--- src/rtl/vga_sync_gen_if.sv ---
// -----------------------------------------------------------------------------
// vga_sync_gen_if
// Bundle between the VGA timing stage, its upstream pixel source and the pins.
//   rgb_in      : colour for the presented coordinate, {R,G,B} 4 bits each
//   pix_x/pix_y : current horizontal / vertical counter
//   pix_de      : presented coordinate lies inside the visible area
//   pix_tick    : one-clk strobe on the last clk of each pixel period
//   frame_start : one-clk pulse after the counters load (0,0)
//   Hsync/Vsync : active-low syncs, registered
//   vgaRed/vgaGreen/vgaBlue : registered, blanked colour
// master = timing generator side, slave = pixel source / pin side.
// -----------------------------------------------------------------------------
interface vga_sync_gen_if;
  logic [11:0] rgb_in;
  logic [9:0]  pix_x;
  logic [9:0]  pix_y;
  logic        pix_de;
  logic        pix_tick;
  logic        frame_start;
  logic        Hsync;
  logic        Vsync;
  logic [3:0]  vgaRed;
  logic [3:0]  vgaGreen;
  logic [3:0]  vgaBlue;

  modport master (
    input  rgb_in,
    output pix_x, pix_y, pix_de, pix_tick, frame_start,
    output Hsync, Vsync, vgaRed, vgaGreen, vgaBlue
  );

  modport slave (
    output rgb_in,
    input  pix_x, pix_y, pix_de, pix_tick, frame_start,
    input  Hsync, Vsync, vgaRed, vgaGreen, vgaBlue
  );
endinterface

--- src/rtl/vga_sync_gen.sv ---
// -----------------------------------------------------------------------------
// vga_sync_gen
// Divides the system clock into a pixel strobe, runs the horizontal and
// vertical counters, publishes the current coordinate to the pixel source and
// registers syncs plus blanked colour so the pins lag the coordinate by
// exactly one pixel period.
// Ports:
//   clk : system clock
//   rst : asynchronous, active-high reset
//   vga : vga_sync_gen_if.master (pixel-source handshake and VGA pins)
// -----------------------------------------------------------------------------
module vga_sync_gen #(
  parameter int CLK_DIV  = 4,
  parameter int H_ACTIVE = 640,
  parameter int H_FP     = 16,
  parameter int H_SYNC   = 96,
  parameter int H_BP     = 48,
  parameter int V_ACTIVE = 480,
  parameter int V_FP     = 10,
  parameter int V_SYNC   = 2,
  parameter int V_BP     = 33
) (
  input  logic          clk,
  input  logic          rst,
  vga_sync_gen_if.master vga
);

  localparam int DIV_W   = (CLK_DIV > 1) ? $clog2(CLK_DIV) : 1;
  localparam int H_TOTAL = H_ACTIVE + H_FP + H_SYNC + H_BP;
  localparam int V_TOTAL = V_ACTIVE + V_FP + V_SYNC + V_BP;

  localparam logic [DIV_W-1:0] DIV_LAST = DIV_W'(CLK_DIV - 1);
  localparam logic [9:0] H_LAST   = 10'(H_TOTAL - 1);
  localparam logic [9:0] V_LAST   = 10'(V_TOTAL - 1);
  localparam logic [9:0] H_VIS    = 10'(H_ACTIVE);
  localparam logic [9:0] V_VIS    = 10'(V_ACTIVE);
  localparam logic [9:0] HS_BEG   = 10'(H_ACTIVE + H_FP);
  localparam logic [9:0] HS_END   = 10'(H_ACTIVE + H_FP + H_SYNC);
  localparam logic [9:0] VS_BEG   = 10'(V_ACTIVE + V_FP);
  localparam logic [9:0] VS_END   = 10'(V_ACTIVE + V_FP + V_SYNC);

  // State
  logic [DIV_W-1:0] div_q, div_d;
  logic [9:0]       h_q, h_d;
  logic [9:0]       v_q, v_d;
  logic             hs_q, hs_d;
  logic             vs_q, vs_d;
  logic             fs_q, fs_d;
  logic [3:0]       chan_q [3];
  logic [3:0]       chan_d [3];

  // Decodes of the current coordinate
  logic tick;
  logic h_wrap;
  logic v_wrap;
  logic de;
  logic hs_active;
  logic vs_active;

  assign tick      = (div_q == DIV_LAST);
  assign h_wrap    = (h_q == H_LAST);
  assign v_wrap    = (v_q == V_LAST);
  assign de        = (h_q < H_VIS) && (v_q < V_VIS);
  assign hs_active = (h_q >= HS_BEG) && (h_q < HS_END);
  assign vs_active = (v_q >= VS_BEG) && (v_q < VS_END);

  // Counters, syncs and frame marker
  always_comb begin
    div_d = div_q + DIV_W'(1);  // power-of-two divider, wraps on its own
    h_d   = h_q;
    v_d   = v_q;
    hs_d  = hs_q;
    vs_d  = vs_q;
    fs_d  = 1'b0;
    if (tick) begin
      // Syncs describe the coordinate whose period is ending, which keeps
      // them aligned with the colour captured on the same edge.
      hs_d = !hs_active;
      vs_d = !vs_active;
      if (h_wrap) begin
        h_d = '0;
        if (v_wrap) begin
          v_d  = '0;
          fs_d = 1'b1;  // counters are loading (0,0) on this edge
        end else begin
          v_d = v_q + 10'd1;
        end
      end else begin
        h_d = h_q + 10'd1;
      end
    end
  end

  // Colour capture, one 4-bit channel per slice of rgb_in ({R,G,B} MSB first)
  genvar gi;
  generate
    for (gi = 0; gi < 3; gi++) begin : g_chan
      always_comb begin
        chan_d[gi] = chan_q[gi];
        if (tick) begin
          chan_d[gi] = de ? vga.rgb_in[11-4*gi -: 4] : 4'h0;
        end
      end

      always_ff @(posedge clk or posedge rst) begin
        if (rst) begin
          chan_q[gi] <= 4'h0;
        end else begin
          chan_q[gi] <= chan_d[gi];
        end
      end
    end
  endgenerate

  always_ff @(posedge clk or posedge rst) begin
    if (rst) begin
      div_q <= '0;
      h_q   <= '0;
      v_q   <= '0;
      hs_q  <= 1'b1;
      vs_q  <= 1'b1;
      fs_q  <= 1'b0;
    end else begin
      div_q <= div_d;
      h_q   <= h_d;
      v_q   <= v_d;
      hs_q  <= hs_d;
      vs_q  <= vs_d;
      fs_q  <= fs_d;
    end
  end

  // Coordinate side: the counters are published as-is
  assign vga.pix_x       = h_q;
  assign vga.pix_y       = v_q;
  assign vga.pix_de      = de;
  assign vga.pix_tick    = tick;
  assign vga.frame_start = fs_q;

  // Pin side
  assign vga.Hsync    = hs_q;
  assign vga.Vsync    = vs_q;
  assign vga.vgaRed   = chan_q[0];
  assign vga.vgaGreen = chan_q[1];
  assign vga.vgaBlue  = chan_q[2];

endmodule

--- src/flat_wrapper.sv ---
// flat-port wrapper written by rule: the top's interface ports become plain ports
module vga_sync_gen_flat 
#(
  parameter int CLK_DIV  = 4,
  parameter int H_ACTIVE = 640,
  parameter int H_FP     = 16,
  parameter int H_SYNC   = 96,
  parameter int H_BP     = 48,
  parameter int V_ACTIVE = 480,
  parameter int V_FP     = 10,
  parameter int V_SYNC   = 2,
  parameter int V_BP     = 33
)
  (clk, rst, vga_rgb_in, vga_pix_x, vga_pix_y, vga_pix_de, vga_pix_tick, vga_frame_start, vga_Hsync, vga_Vsync, vga_vgaRed, vga_vgaGreen, vga_vgaBlue);
  vga_sync_gen_if vga_i ();
  input  logic clk;
  input  logic rst;
  input wire logic [$bits(vga_i.rgb_in)-1:0] vga_rgb_in;
  output wire logic [$bits(vga_i.pix_x)-1:0] vga_pix_x;
  output wire logic [$bits(vga_i.pix_y)-1:0] vga_pix_y;
  output wire logic [$bits(vga_i.pix_de)-1:0] vga_pix_de;
  output wire logic [$bits(vga_i.pix_tick)-1:0] vga_pix_tick;
  output wire logic [$bits(vga_i.frame_start)-1:0] vga_frame_start;
  output wire logic [$bits(vga_i.Hsync)-1:0] vga_Hsync;
  output wire logic [$bits(vga_i.Vsync)-1:0] vga_Vsync;
  output wire logic [$bits(vga_i.vgaRed)-1:0] vga_vgaRed;
  output wire logic [$bits(vga_i.vgaGreen)-1:0] vga_vgaGreen;
  output wire logic [$bits(vga_i.vgaBlue)-1:0] vga_vgaBlue;
  assign vga_i.rgb_in = vga_rgb_in;
  assign vga_pix_x = vga_i.pix_x;
  assign vga_pix_y = vga_i.pix_y;
  assign vga_pix_de = vga_i.pix_de;
  assign vga_pix_tick = vga_i.pix_tick;
  assign vga_frame_start = vga_i.frame_start;
  assign vga_Hsync = vga_i.Hsync;
  assign vga_Vsync = vga_i.Vsync;
  assign vga_vgaRed = vga_i.vgaRed;
  assign vga_vgaGreen = vga_i.vgaGreen;
  assign vga_vgaBlue = vga_i.vgaBlue;
  vga_sync_gen #(.CLK_DIV(CLK_DIV), .H_ACTIVE(H_ACTIVE), .H_FP(H_FP), .H_SYNC(H_SYNC), .H_BP(H_BP), .V_ACTIVE(V_ACTIVE), .V_FP(V_FP), .V_SYNC(V_SYNC), .V_BP(V_BP)) u_core (.clk(clk), .rst(rst), .vga(vga_i));
endmodule
--- config.mk ---
export PLATFORM = sky130hd
export DESIGN_NAME = vga_sync_gen_flat
export DESIGN_NICKNAME = d
export VERILOG_FILES = /design/src/rtl/vga_sync_gen_if.sv /design/src/rtl/vga_sync_gen.sv /design/src/flat_wrapper.sv
export SDC_FILE = /design/constraint.sdc
export NUM_CORES = 1
export LEC_CHECK = 0
export ABC_AREA = 1
export ABC_CLOCK_PERIOD_IN_PS = 1530
export CORE_AREA = 4 4 71 73
export DETAILED_ROUTE_END_ITERATION = 8
export DIE_AREA = 0 0 75 77
export GPL_TIMING_DRIVEN = 0
export PLACE_DENSITY = 0.74
export SLEW_MARGIN = 20
export SYNTH_ARGS = -nofsm -noshare
export SYNTH_HDL_FRONTEND = slang
export SYNTH_SLANG_ARGS = --single-unit
--- constraint.sdc ---
create_clock -name clk -period 1.53 [get_ports clk]
set_input_delay 0.3825 -clock clk [delete_from_list [all_inputs] [get_ports clk]]
set_output_delay 0.3825 -clock clk [all_outputs]
set_load 0.01 [all_outputs]
[Word level (Yosys, flattened, before mapping)]
Cells that the tools add are included.
Word-level totals
  register bits after elaboration: 37
  bits of input ports: 14
  output and inout bits: 37
Cells by class
  $add $sub $neg: 3
  magnitude comparators: 6
  equal/unequal tests: 3
  muxes and demuxes: 8
  reduce and logical (&&, ||, !) cells: 6
Operators by type and width (number)
  $add A10 B1 Y10 const B: 2
  $eq A10 B10 Y1 const B: 2
  $lt A10 B10 Y1 const B: 2
  $lt A10 B9 Y1 const B: 2
  $mux W10: 2
  $mux W4: 3
  $ge A10 B10 Y1 const B: 1
  $ge A10 B9 Y1 const B: 1
  $logic_and A1 B1 Y1: 3
  $mux W1: 3
  $add A2 B1 Y2 const B: 1
  $eq A2 B2 Y1 const B: 1
  $logic_not A1 Y1: 2
  $reduce_and A2 Y1: 1

[Logic depth before layout (Yosys ltp)]
  depth in word-level cells: 4
  depth in mapped cells: 8

[Worst setup path after synthesis]
OpenSTA, ideal clock, no wires.
  path type: register -> output
  start point: register u_core.v_q[5], in the netlist u_core.vga.pix_y[5]
  end point: output port vga_pix_de
  arrival: 1.052 ns
  required time: 1.147 ns
  setup slack: 0.096 ns
  stages on the path, launching flop included: 8
  cell sequence: dfrtp_1 buf_2 nand2_1 nor2_2 inv_1 nand2_1 buf_4 inv_1
Between the ends
  word-level cells in the longest chain between the ends: 2
RTL lines
  start: declaration: line vga_sync_gen.sv:45  | logic [9:0] v_q, v_d;
  start signal: assignment: line vga_sync_gen.sv:126  | v_q <= v_d;
  $lt A10 B9 Y1: line vga_sync_gen.sv:63  | assign de = (h_q < H_VIS) && (v_q < V_VIS);
  $logic_and A1 B1 Y1: line vga_sync_gen.sv:63
  end: declaration: line flat_wrapper.sv:21  | output wire logic [$bits(vga_i.pix_de)-1:0] vga_pix_de;
Every way passes these cells.

[Final worst setup path]
  start point: register u_core.h_q[9], in the netlist u_core.vga.pix_x[9]
  end point: output port vga_pix_de
Between the ends
  word-level cells in the longest chain between the ends: 2
RTL lines
  start: declaration: line vga_sync_gen.sv:44  | logic [9:0] h_q, h_d;
  start signal: assignment: line vga_sync_gen.sv:118  | h_q <= '0;
  start signal: assignment: line vga_sync_gen.sv:125  | h_q <= h_d;
  $lt A10 B10 Y1: line vga_sync_gen.sv:63
  $logic_and A1 B1 Y1: line vga_sync_gen.sv:63
Every way passes these cells.

==> summary.md <==
| Metric | Value |
|---|---|
| CP Capture Type | `output port` |
| Worst setup SP type | `flip-flop` |
| Syn Area/Cell | `7.90 sq um` |
| Count of different cell masters after synthesis | `28` |
| Post-Synth XOR/XNOR Area | `1.79%` |
| Synthesized flop and latch total | `37` |
| Post-Synth Adder-Cell Area | `3.19%` |
| Cell family with most CP delay | `flip-flops` |
| Die height | `77 um` |
| Clk root buf | `clkbuf_8` |
| Design Area, Final | `2900 sq um` |
| I/O Buffers | `50` |
| Drt drc | `0` |
| Worst-path clk slew | `0.08 ns` |
| Wirelength per Cell | `13.1 um` |
| Diode count | `0` |
| Critical Path AT | `1.29 ns` |
| Post-route worst setup slack | `-0.146 ns` |
| Pre-CTS WS | `-0.464 ns` |
| Worst path required time | `1.15 ns` |
| Pwr Density | `729 nW/um^2` |
| Global route overflow | `0` |
| R2R depth | `11` |
| Final Net Count | `351` |
| Core box area | `4350 sq um` |
| Pint | `1.70 mW` |
| H-tree depth | `2` |
| Skew final | `0.00645 ns` |
| Global-route wire length before repair | `8450 um` |
| Reg-to-reg setup timing slack | `0.08 ns` |
| Initial core utilization | `45.0%` |
| Setup TNS | `-0.146 ns` |
| Status | `finished with violations` |
| Cells after DPL | `351` |
| Seq/Total Area, Yosys | `47.4%` |
| Synth Area in Simple Gates | `29.4%` |
| Filler instances | `366` |
| Fin util | `66.6%` |
| Clk_lat worst skew | `0.29 ns` |
| Die width | `75 um` |
| Clock sink count | `37` |
| Max-cap viol count | `0` |
| Multiplexer share of the synthesized area | `0%` |
| CP max FO | `3` |
| Number of antenna violations at the first check in global routing | `0` |
| Initial DRC count | `120` |
| Worst r2r dst | `u_core.vga.pix_y[9]$_DFFE_PP0P_` |
| DP Wirelength | `3440 um` |
| Worst relative slew slack | `81.9%` |
| Hold Crit Class | `input port to async pin` |
| Crit path cell chain | `inv_2 > nor3_4 > nor2_2 > nand2_2 > inv_2 > buf_6` |
| Slowest CP cell | `dfrtp_1` |
| GR Util All Layers | `18.8%` |
| Layout cells sized above 1 | `26.1%` |
| Overall Power | `2.11 mW` |
| Period utilization | `110%` |
| Synth Instances | `248` |
| Reg power frac | `47.4%` |
| Power share of the combinational group | `4.8%` |
| Rows | `24` |
| Synth Area in Compound Gates | `9.26%` |
| CTS tree | `done` |
| Failing checks | `setup timing` |
| Mapped Nets | `267` |
| Worst path bufs/invs | `3` |
| Clk buf depth | `2` |
| Ys Warns | `0` |
| Max-slew violation count | `0` |
| Worst-Margin Slew | `0.270 ns` |
| P_sw | `0.415 mW` |
| DIE AREA | `5780 sq um` |
| CTS Buf Count | `5` |
| Static Leak | `1.52 nW` |
| Mapped Area | `1960 sq um` |
| DRT antenna net count | `0` |
| Largest net degree at the start of global routing | `29` |
| Area Overhead vs Synth | `48.0%` |
| Peak supply drop | `683 uV` |
| F_max | `597 MHz` |
| Final wirelength | `5060 um` |
| WHS | `0.316 ns` |
| Top Ports | `51` |
| Fin. Hold Viols | `0` |
| Final GP Congestion | `0.849` |
| Via/cell ratio | `4.91` |
| RSZ-0062 raised after global routing | `true` |
| Crit path time final | `1.68 ns` |
| Switching Fraction | `19.7%` |
| Hold_buf cts | `0` |
| Clock power share | `47.8%` |
| Setup violators final | `1` |
| Critical path depth in cells | `6` |
| Placed cell areas | `2540 sq um` |
| Largest family of logic cells by synthesized area | `simple AND/OR/NAND/NOR gates` |
| Most used cell along the critical path | `inv_2` |
| Max incr delay on CP | `0.41 ns` |
| Vias in the first global route | `1829` |
| Finished Layout Cells | `385` |
| TritonRoute pass-1 iters | `4` |
| Worst r2r src | `u_core.vga.pix_y[7]$_DFFE_PP0P_` |
| Critical path type | `flip-flop to output port` |
| Via count | `1892` |
[registers in the layout, summed over array words and instances (netlist names)]
signal and count:
u_core.vga.vgaRed 4, u_core.vga.pix_y 10, u_core.div_q 2, u_core.vga.pix_x 10
u_core.vga.vgaGreen 4, u_core.vga.frame_start 1, u_core.vga.vgaBlue 4, u_core.vga.Vsync 1
u_core.vga.Hsync 1
[synthesized netlist by cell type]
cell type  number  area (sq um)
nand3_2         1          10.0
dfrtp_1        35           876
buf_2           6          30.0
nor3_2          1          10.0
a21oi_1         8          40.0
ha_1            5          62.6
o211ai_1        1          7.51
nor3_1          5          25.0
o21ai_0        17          85.1
nor2_8          1          20.0
dfstp_2         2          52.6
o31ai_1         1          7.51
xor2_1          4          35.0
nor2_4          1          11.3
buf_6           1          11.3
nand4_1         4          25.0
nor2_1         26          97.6
o21ai_1         3          15.0
nor2_2          4          25.0
nand2_4         1          11.3
o21ai_2         3          26.3
nand4_2         1          12.5
inv_1          31           116
nand2_2         3          18.8
nand2_1        69           259
buf_4           1          7.51
nand3_1        10          50.1
inv_2           3          11.3
[power by group through the flow]
stage / Clock [mW] / Combinational, mW / Sequential [mW]
detailed placement: 0 / 0.117 / 1.02
finish: 1.01 / 0.102 / 1.00
global route: 1.07 / 0.114 / 1.00
global placement: 0 / 0.108 / 1.02
CTS: 1.02 / 0.105 / 1.00
floorplan: 0 / 0.0254 / 1.03
[worst max path at each step]
stage	endpoint	start
floorplan	vga_pix_de	u_core.vga.pix_y[5]$_DFFE_PP0P_
global placement	u_core.vga.pix_x[3]$_DFFE_PP0P_	rst
detailed placement	vga_pix_de	u_core.vga.pix_x[9]$_DFFE_PP0P_
CTS	vga_pix_de	u_core.vga.pix_x[8]$_DFFE_PP0P_
global route	vga_pix_de	u_core.vga.pix_x[9]$_DFFE_PP0P_
finish	vga_pix_de	u_core.vga.pix_x[9]$_DFFE_PP0P_
[timing repair]
| action | 4_1_cts | 5_1_grt |
|---|---|---|
| gates resized for setup | 58 | 19 |
| buffers inserted | 21 | 6 |
| pin swaps | 5 | 9 |
| gates cloned | 0 | 1 |
| setup endpoints to repair | 37 | 23 |
[worst reg2reg max path, delay by kind of cell, from the launching register on]
kind                   cells  cell delay, ns
buffers and inverters      4            0.49
DFF                        1            0.45
and+or+nand+nor            7            0.44
[cell type report]
cell class / count / area [sq um] / area share (%)
sequential: 37 / 933 / 32.2
clock inverter: 3 / 65.1 / 2.24
multi-input combinational: 170 / 920 / 31.7
inverter: 34 / 128 / 4.40
tap: 52 / 65.1 / 2.24
clock buffer: 5 / 68.8 / 2.37
timing repair buffer: 78 / 681 / 23.5
buffer: 6 / 38.8 / 1.34
[logic make-up (layout without fill, tap and decap cells)]
group / Yosys count / count (layout)
AND/OR/NAND/NOR: 127 / 128
XOR/XNOR: 4 / 4
buffers and inverters: 42 / 126
adder cells (fa/ha/maj): 5 / 5
flip-flops: 37 / 37
AO/OA/AOI/OAI: 33 / 33
[placed cells by master (no fill, tap or decap), types with 2 or more instances in the layout]
cell             instances
nor2_1                  21
o21ai_0                 17
nor3_1                   4
buf_4                   26
inv_2                    7
nor2_4                   2
o21ai_2                  3
clkdlybuf4s50_1         13
buf_6                    3
a21oi_1                  8
dlygate4sd2_1           30
o21ai_1                  3
nor2_2                   9
nand4_1                  4
nand2_1                 64
dfrtp_2                  4
clkbuf_8                 5
ha_1                     4
buf_2                    5
inv_1                   27
nand2_4                  2
xor2_1                   4
bufinv_16                2
clkdlybuf4s15_1          4
nand2_2                  7
dfrtp_1                 31
dfstp_2                  2
nand3_1                 10
[metal layers]
layer | up-vias | global-route usage [%] | routed length, um
met1 | 878 | 23.2 | 2090
met2 | 55 | 30.8 | 2600
li1 | 951 | - | -
met5 | - | 0 | 0
met3 | 8 | 5.10 | 268
met4 | 0 | 6.94 | 103
Power figures use the tool's default switching activity.
